## config.mk

```make
export PLATFORM = sky130hd
export DESIGN_NAME = keypad_debounce_encoder
export DESIGN_NICKNAME = d
export VERILOG_FILES = /design/src/rtl/keypad_debounce_encoder.sv
export SDC_FILE = /design/constraint.sdc
export NUM_CORES = 1
export LEC_CHECK = 0
export ABC_AREA = 0
export BUFFER_PORTS_ARGS = -buffer_cell sky130_fd_sc_hd__buf_4
export CAP_MARGIN = 30
export CORE_ASPECT_RATIO = 0.7
export CORE_MARGIN = 10
export CORE_UTILIZATION = 42
export CTS_CLUSTER_SIZE = 8
export DETAILED_ROUTE_END_ITERATION = 6
export MAX_ROUTING_LAYER = met4
export SETUP_SLACK_MARGIN = 0.4
export SYNTH_ARGS = -nofsm -noshare
export SYNTH_HDL_FRONTEND = slang
export SYNTH_SLANG_ARGS = --single-unit
```

## constraint.sdc

```tcl
create_clock -name clk -period 3.04 [get_ports clk]
set_input_delay 0.912 -clock clk [delete_from_list [all_inputs] [get_ports clk]]
set_output_delay 0.912 -clock clk [all_outputs]
set_load 0.02 [all_outputs]
```

## src/rtl/keypad_debounce_encoder.sv

```systemverilog
// keypad_debounce_encoder
//
// Turns NUM_KEYS raw, bouncing, asynchronous button levels into single-cycle
// key events carrying a 1-based key code. Each raw bit passes through a
// 2-flop synchroniser and a per-key debounce counter. A small FSM then
// accepts a press only when exactly one debounced key is down, and locks out
// whenever two or more keys are down at the same time.
//
// Optional feature: define KEYPAD_AUTOREPEAT_EN to compile in auto-repeat.
// With it, holding a key emits repeat events: the first comes REPEAT_DELAY
// cycles after the press event, and later ones come every REPEAT_PERIOD
// cycles. Without it, key_repeat is tied low and each press gives one event.
//
// Ports
//   clk        : sole clock, all state on rising edge
//   rst        : synchronous active-high reset
//   key_raw    : asynchronous key levels, bit i = key code i+1
//   key_valid  : one-cycle event pulse
//   key_value  : code of the last event, held between events
//   key_repeat : high with key_valid when the event is an auto-repeat
//   key_held   : level, exactly one debounced key pressed (PRESSED/REPEAT)
//   multi_key  : level, FSM in LOCKOUT
//   state_dbg  : current FSM state (IDLE=0, PRESSED=1, REPEAT=2, LOCKOUT=3)
//
// Handshake: key_valid is a pulse with no back-pressure. key_value and
// key_repeat are meaningful in the cycle key_valid is high. key_value then
// keeps its value until the next event.
module keypad_debounce_encoder #(
  parameter int NUM_KEYS      = 12,
  parameter int CODE_W        = 4,
  parameter int DEBOUNCE_CYC  = 250000,
  parameter int ACTIVE_LOW    = 0,
  parameter int REPEAT_DELAY  = 25000000,
  parameter int REPEAT_PERIOD = 5000000
) (
  input  logic                clk,
  input  logic                rst,
  input  logic [NUM_KEYS-1:0] key_raw,
  output logic                key_valid,
  output logic [CODE_W-1:0]   key_value,
  output logic                key_repeat,
  output logic                key_held,
  output logic                multi_key,
  output logic [1:0]          state_dbg
);

  // Elaboration-time parameter sanity checks.
  if (NUM_KEYS < 2 || NUM_KEYS > 16) begin : g_bad_num_keys
    $error("NUM_KEYS must be in 2..16");
  end
  if ((1 << CODE_W) <= NUM_KEYS) begin : g_bad_code_w
    $error("CODE_W too narrow for NUM_KEYS");
  end
  if (DEBOUNCE_CYC < 1 || REPEAT_DELAY < 1 || REPEAT_PERIOD < 1) begin : g_bad_timing
    $error("DEBOUNCE_CYC, REPEAT_DELAY and REPEAT_PERIOD must be >= 1");
  end

  localparam int CNT_W = (DEBOUNCE_CYC > 1) ? $clog2(DEBOUNCE_CYC) : 1;
  localparam logic [NUM_KEYS-1:0] KEY_ONE = NUM_KEYS'(1);

  localparam logic [1:0] S_IDLE    = 2'd0;
  localparam logic [1:0] S_PRESSED = 2'd1;
`ifdef KEYPAD_AUTOREPEAT_EN
  localparam logic [1:0] S_REPEAT  = 2'd2;
`endif
  localparam logic [1:0] S_LOCKOUT = 2'd3;

  logic [NUM_KEYS-1:0] key_in;
  logic [NUM_KEYS-1:0] sync1;
  logic [NUM_KEYS-1:0] sync2;
  logic [NUM_KEYS-1:0] deb;
  logic [CNT_W-1:0]    deb_cnt [NUM_KEYS];
  logic [1:0]          state;

  // Polarity is normalised before synchronisation, so reset value 0 means
  // "released" in both polarities.
  assign key_in = (ACTIVE_LOW != 0) ? ~key_raw : key_raw;

  // Synchroniser and per-key debounce. A key's counter counts cycles where
  // the synchronised level disagrees with the debounced level. On the
  // DEBOUNCE_CYC-th consecutive disagreeing cycle the debounced bit flips.
  always_ff @(posedge clk) begin
    if (rst) begin
      sync1 <= '0;
      sync2 <= '0;
      deb   <= '0;
      for (int i = 0; i < NUM_KEYS; i++) deb_cnt[i] <= '0;
    end else begin
      sync1 <= key_in;
      sync2 <= sync1;
      for (int i = 0; i < NUM_KEYS; i++) begin
        if (sync2[i] == deb[i]) begin
          deb_cnt[i] <= '0;
        end else if (deb_cnt[i] == CNT_W'(DEBOUNCE_CYC - 1)) begin
          deb[i]     <= ~deb[i];
          deb_cnt[i] <= '0;
        end else begin
          deb_cnt[i] <= deb_cnt[i] + CNT_W'(1);
        end
      end
    end
  end

  // Classify the debounced vector: none, exactly one (with its code), or many.
  logic              none_set;
  logic              one_set;
  logic              multi_set;
  logic [CODE_W-1:0] one_code;

  always_comb begin
    none_set  = (deb == '0);
    one_set   = !none_set && ((deb & (deb - KEY_ONE)) == '0);
    multi_set = !none_set && !one_set;
    one_code  = '0;
    for (int i = 0; i < NUM_KEYS; i++) begin
      if (deb[i]) one_code = CODE_W'(i + 1);
    end
  end

`ifdef KEYPAD_AUTOREPEAT_EN
  localparam int REP_MAX = (REPEAT_DELAY > REPEAT_PERIOD) ? REPEAT_DELAY : REPEAT_PERIOD;
  localparam int REP_W   = $clog2(REP_MAX + 1);
  logic [REP_W-1:0] rep_cnt;
  logic             key_repeat_r;
  assign key_repeat = key_repeat_r;
`else
  assign key_repeat = 1'b0;
`endif

  // Event FSM. Outputs are registered together with the transition that
  // produces them. A multi-key condition takes priority over everything else.
  always_ff @(posedge clk) begin
    if (rst) begin
      state     <= S_IDLE;
      key_valid <= 1'b0;
      key_value <= '0;
`ifdef KEYPAD_AUTOREPEAT_EN
      key_repeat_r <= 1'b0;
      rep_cnt      <= '0;
`endif
    end else begin
      key_valid <= 1'b0;
`ifdef KEYPAD_AUTOREPEAT_EN
      key_repeat_r <= 1'b0;
`endif
      case (state)
        S_IDLE: begin
          if (multi_set) begin
            state <= S_LOCKOUT;
          end else if (one_set) begin
            state     <= S_PRESSED;
            key_valid <= 1'b1;
            key_value <= one_code;
`ifdef KEYPAD_AUTOREPEAT_EN
            rep_cnt   <= '0;
`endif
          end
        end
        S_PRESSED: begin
          if (multi_set) begin
            state <= S_LOCKOUT;
          end else if (none_set) begin
            state <= S_IDLE;
          end
`ifdef KEYPAD_AUTOREPEAT_EN
          else if (rep_cnt == REP_W'(REPEAT_DELAY - 1)) begin
            state        <= S_REPEAT;
            key_valid    <= 1'b1;
            key_repeat_r <= 1'b1;
            rep_cnt      <= '0;
          end else begin
            rep_cnt <= rep_cnt + REP_W'(1);
          end
`endif
        end
`ifdef KEYPAD_AUTOREPEAT_EN
        S_REPEAT: begin
          if (multi_set) begin
            state <= S_LOCKOUT;
          end else if (none_set) begin
            state <= S_IDLE;
          end else if (rep_cnt == REP_W'(REPEAT_PERIOD - 1)) begin
            key_valid    <= 1'b1;
            key_repeat_r <= 1'b1;
            rep_cnt      <= '0;
          end else begin
            rep_cnt <= rep_cnt + REP_W'(1);
          end
        end
`endif
        S_LOCKOUT: begin
          // A single key left down is not an event; wait for all-released.
          if (none_set) state <= S_IDLE;
        end
        default: state <= S_IDLE;
      endcase
    end
  end

`ifdef KEYPAD_AUTOREPEAT_EN
  assign key_held = (state == S_PRESSED) || (state == S_REPEAT);
`else
  assign key_held = (state == S_PRESSED);
`endif
  assign multi_key = (state == S_LOCKOUT);
  assign state_dbg = state;

endmodule
```

==> results of run 1 <==
through the flow:
step	total power [mW]	setup slack (ns)	cells
detailed placement	4.48	0.579	1873
CTS	8.58	0.632	1940
floorplan	4.39	0.877	1472
finish	8.45	0.645	1940
global placement	4.47	0.622	1873
global route	8.81	0.401	1940
flip-flops by register name, indices dropped and copies added (netlist names):
register	count
key_valid	1
key_value	4
deb_cnt	216
deb	12
state_dbg	2
sync2	12
sync1	12
final timing paths:
kind                  start        endpoint
max          deb_cnt[0][41]  deb_cnt[0][43]
max reg2reg  deb_cnt[0][41]  deb_cnt[0][43]
min                sync1[5]        sync2[5]
min reg2reg        sync1[5]        sync2[5]
power groups by stage:
stage	clock (mW)	sequential, mW	combinational [mW]
finish	4.03	4.13	0.283
global route	4.32	4.15	0.332
CTS	4.17	4.13	0.279
detailed placement	0	4.20	0.276
global placement	0	4.19	0.276
floorplan	0	4.16	0.236
cell usage after synthesis, types with 7 or more instances:
library cell	number
nand3_1	70
or3_1	15
nor2b_1	32
buf_2	9
and4_1	24
and2_1	7
nor3_1	33
mux2i_1	13
dfxtp_1	43
clkbuf_1	34
xor2_1	79
inv_1	35
nor2_1	284
ha_1	12
nand2_1	75
and3_1	18
nor4_1	40
xnor2_1	122
edfxtp_1	216
a21oi_1	9
nand4_1	44
cells in the final DEF (no fill, tap or decap), types with 13 or more instances in the layout:
master	synthesis	final
clkbuf_16	0	41
xor2_1	79	79
buf_4	1	26
xnor2_1	122	122
or3_1	15	13
conb_1	2	217
dfxtp_1	43	43
and3_1	18	18
nand3_1	70	70
inv_1	35	35
and4_1	24	24
nor2_1	284	284
nand4_1	44	44
nand2_1	75	75
edfxtp_1	216	216
mux2i_1	13	13
nor3_1	33	33
nor4_1	40	40
nor2b_1	32	32
clkbuf_1	34	25
critical path: cells and delay by family (launching register included):
family,cells,cell delay (ns)
DFF,1,0.45
and+or+nand+nor,5,1.67
area by class of cell:
cell class              count  area (sq um)
fillers                  2893         15400
flip-flops and latches    259          7350
clock buffers              66          1120
inverters                  36           135
multi-input cells        1132          6300
repair buffers             26           195
clock inverters             1          30.0
well taps                 420           526
cell families after synthesis:
group | Yosys count | synth area share (%)
other cells | 2 | 0.0571
mux | 14 | 1.10
buf+inv | 81 | 2.48
flops | 259 | 55.8
compound gates | 25 | 1.39
simple gates | 662 | 24.5
fa+ha+maj | 13 | 1.22
xor+xnor | 201 | 13.4
routing by layer:
layer  vias up  wire, microns
met5         -              0
met4         0            524
met3        42            839
met2       110           9410
met1      4077          12500
li1       4685              -
==> flow_summary.yaml, run 1 <==
outcome:
  status: "finished clean"
cts:
  cts-buffers-inserted: 38
  clk_path_buf_depth: 3
  cts_root_buf: "clkbuf_16"
  cts_hold_buf: 0
  cts.sinks: 259
  clk_latency_ns: 0.51
  cts_tree: "done"
  h-tree-depth: 2
  cts.clk_slew.worst_paths_ns: 0.05
  cts_resized: 0
  post_cts_buffers: 0
final_layout:
  layout.nets: 1519
  postLayoutCoreUtil_pct: 50.5
  drive_above_1_share_pct: 5.00
  area_delta_synth_final_pct: 18.9
  fin_area_sq_um: 15700
  insertedDiodeCount: 0
worst_hold_path:
  hold_depth: 1
  worstHoldPathType: "reg -> reg"
yosys:
  synthTopCellsByArea: "edfxtp_1 (49%), xnor2_1 (8.1%), nor2_1 (8.1%)"
  synthArstFlopShare_pct: 0
  ys.flop_type: "edfxtp_1"
  yosysWarnings: 0
  synth_edf_count: 216
  netlist_area_sq_um: 13200
  ys_ff_latch: 259
  ys_types: 50
  yosys.area.top_type: "edfxtp_1"
  ys_seq_area_share_pct: 55.8
  syn_inst: 1257
  synth_top_area_share_pct: 49.3
  syn_avg_cell_area_sq_um: 10.5
timing:
  rsz0062_at_grt: "no"
  period_share_pct: 78.8
  skew_ns: 0.0126
  setup_viol: 0
  fmax_mhz: 418
  maxSlewHeadroom_pct: 56.4
  finalWorstPathRequiredPeriod_ns: 2.39
  slew_viol_final: 0
  tns_ns: 0
  final-hold-violation-count: 0
  whs_ns: 0.427
  worstMarginPinSlew_ns: 0.653
worst_setup_path:
  crit_type: "reg -> reg"
  worstSetupStartpointType: "register"
  path_cells: "nor4bb_1, nand2_1, nor4_1, or3_1, nor2_1"
  cp_max_fo: 18
  slowest_delay_ns: 0.60
  reg2reg_depth: 5
  critPathSlowestCell: "or3_1"
  cp-end-kind: "register"
  cp.required_ns: 3.27
  arrival_ns: 2.63
  regToRegSetupSlack_ns: 0.65
drt:
  ant_nets: 0
  wl_microns: 23300
  drt_iter0_drc: 528
  wl_per_cell_microns: 12.0
  num_vias: 8914
  drc_errors: 0
  avgViaCountPerCell: 4.59
  dr.pass1.iters: 5
placement:
  place_area_sq_um: 14500
  dp_hpwl_microns: 16100
  gp_congestion: 0.828
  port-buffer-count: 22
floorplan:
  dieArea_sq_um: 38900
  start_util_pct: 42.4
  rows: 54
  die_w_microns: 232
  die_h_microns: 168
  core_sq_um: 31000
  pin_count: 24
power_and_ir_drop:
  powerDensity_nw_per_um2: 540
  internal-power_mw: 6.67
  p_sw_share_pct: 21.0
  power.switching_mw: 1.78
  clkPwrFrac_pct: 47.7
  peakVddDrop_mv: 0.365
  pwr-share-comb_pct: 3.3
  p_leak_nw: 5.44
  power.share.sequential_pct: 48.9
grt:
  met2_usage_pct: 17.7
  grt_pass1_vias: 8362
  grt.total_usage_pct: 12.5
  met1_usage_pct: 17.6
  grt_max_degree: 53
  grt_busiest_layer: "met2"
  grt_overflow: 0
  antenna_found_initial: 0
  grt_pass1_wl_microns: 40100
  use_met3_pct: 2.59
job:
  drv_cap: 0
(Power assumes the default switching activity.)
==> inputs of run 2 (changes only) <==
==> constraint.sdc (replaced) <==
create_clock -name clk -period 1.99 [get_ports clk]
set_input_delay 0.597 -clock clk [delete_from_list [all_inputs] [get_ports clk]]
set_output_delay 0.597 -clock clk [all_outputs]
set_load 0.02 [all_outputs]
==> flow_summary.yaml, run 2 (same netlist as run 1, synthesis figures left out) <==
power_and_ir_drop:
  power_mw: 13.1
  powerDensity_nw_per_um2: 665
  clkPwrFrac_pct: 45.1
  internal-power_mw: 10.1
  pwr-share-comb_pct: 7.0
  power.share.sequential_pct: 47.9
  power.switching_mw: 2.99
  p_sw_share_pct: 22.8
  p_leak_nw: 7.19
  peakVddDrop_mv: 0.569
outcome:
  violations: "setup timing"
  status: "finished, violations left"
timing:
  finalWorstPathRequiredPeriod_ns: 2.01
  skew_ns: 0.0188
  final-hold-violation-count: 0
  rsz0062_at_grt: "yes"
  period_share_pct: 101
  slew_viol_final: 0
  fmax_mhz: 499
  whs_ns: 0.279
  setup_viol: 1
  maxSlewHeadroom_pct: 66.5
  worstMarginPinSlew_ns: 0.502
  worst_slack_ns: -0.0151
final_layout:
  fin_area_sq_um: 19700
  fillers: 2383
  ff_latch_area_sq_um: 7360
  mostFrequentLayoutCells: "conb_1 (217), edfxtp_1 (216), buf_4 (165), nor2_2 (120), xnor2_1 (118)"
  drive_above_1_share_pct: 33.8
  insertedDiodeCount: 0
  multi_input_area_sq_um: 7770
  area_delta_synth_final_pct: 49.9
  final_common_cell: "conb_1"
  largest_register_ff_count: 216
  layout.nets: 1743
  postLayoutCoreUtil_pct: 63.6
  regMostFlops: "deb_cnt"
cts:
  cts.clk_slew.worst_paths_ns: 0.05
  cts.sinks: 259
  cts_root_buf: "clkbuf_16"
  cts_tree: "done"
  h-tree-depth: 2
  cts-buffers-inserted: 38
  clk_latency_ns: 0.53
  clk_path_buf_depth: 3
grt:
  antenna_found_initial: 0
  grt.total_usage_pct: 14.6
  grt_overflow: 0
  grt_pass1_wl_microns: 46300
  grt_max_degree: 35
  grt_pass1_vias: 9505
placement:
  gp_congestion: 0.825
  dpl_worst_slack_ns: -0.00803
  place_area_sq_um: 15300
  dp_hpwl_microns: 17400
  port-buffer-count: 22
worst_setup_path:
  slowest_delay_ns: 0.54
  cp-end-kind: "register"
  cp.required_ns: 2.41
  worstSetupStartpointType: "register"
  path_cells: "or4_4, o31a_1, a211oi_4, nand4_4, mux2_4"
  crit_type: "reg -> reg"
  cp_max_fo: 4
  critPathSlowestCell: "or4_4"
  arrival_ns: 2.42
drt:
  wl_per_cell_microns: 13.9
  drc_errors: 0
  drt_iter0_drc: 613
  dr.pass1.iters: 5
  avgViaCountPerCell: 4.69
  ant_nets: 0
  num_vias: 10200
  wl_microns: 30100
floorplan:
  rows: 54
  die_h_microns: 168
  core_sq_um: 31000
  pin_count: 24
  dieArea_sq_um: 38900
  start_util_pct: 42.4
  die_w_microns: 232
job:
  drv_cap: 0
worst_hold_path:
  worstHoldPathType: "in -> reg"
[run 2: cell types whose count changed in the layout (fill, tap and decap cells not counted), sizes merged]
cell and delta:
bufinv -1, inv +3, clkinv +1, buf +210, clkbuf +13
[run 2: layout make-up]
class	count	share of cell area, %
multi-input combinational	1132	39.4
sequential	259	37.3
timing repair buffer	250	14.4
clock buffer	65	5.33
tap	420	2.66
inverter	36	0.697
clock inverter	4	0.203
[run 2: final timing paths]
path                                 start  slack (ns)            to  cells past startpoint
worst max-delay path                deb[6]       -0.02  key_value[0]                      5
worst min register to register    sync1[2]        0.43      sync2[2]                      1
worst max register to register      deb[6]       -0.02  key_value[0]                      5
worst min-delay path            key_raw[3]        0.28      sync1[3]                      2
[run 2: per-layer routing]
metal  up-vias  share of wire, %  GRT usage (%)
met3        45               3.6           2.85
met2       132                46           21.4
met5         -                 0              -
met4         0               2.1           4.79
met1      4829                48           20.0
li1       5162                 -              -
[run 2: stage by stage]
step	std cells	setup TNS, ns
after floorplan	1472	-0.0379
after global placement	1945	-0.00293
after detailed placement	1945	-0.00803
after CTS	2093	0
after global routing	2166	-2.77
final	2166	-0.0151
[run 2: timing repair]
item	4_1_cts	5_1_grt
hold buffers	0	0
gates cloned	17	16
resized for setup	117	305
pin swaps	43	60
setup endpoints to repair	241	243
buffers inserted	62	57
[run 2: worst max-delay path: cells and delay by family (launching register included)]
family / cells / cell delay [ns]
simple gates: 2 / 0.68
compound gates: 2 / 0.58
flops: 1 / 0.32
mux: 1 / 0.31
[run 2: power groups by stage]
stage / Clock [mW] / Combinational, mW / Sequential, mW
after floorplan: 0 / 0.391 / 6.36
after global placement: 0 / 0.513 / 6.39
after detailed placement: 0 / 0.517 / 6.40
after CTS: 6.11 / 0.678 / 6.28
after global routing: 6.37 / 1.01 / 6.32
final: 5.92 / 0.916 / 6.29
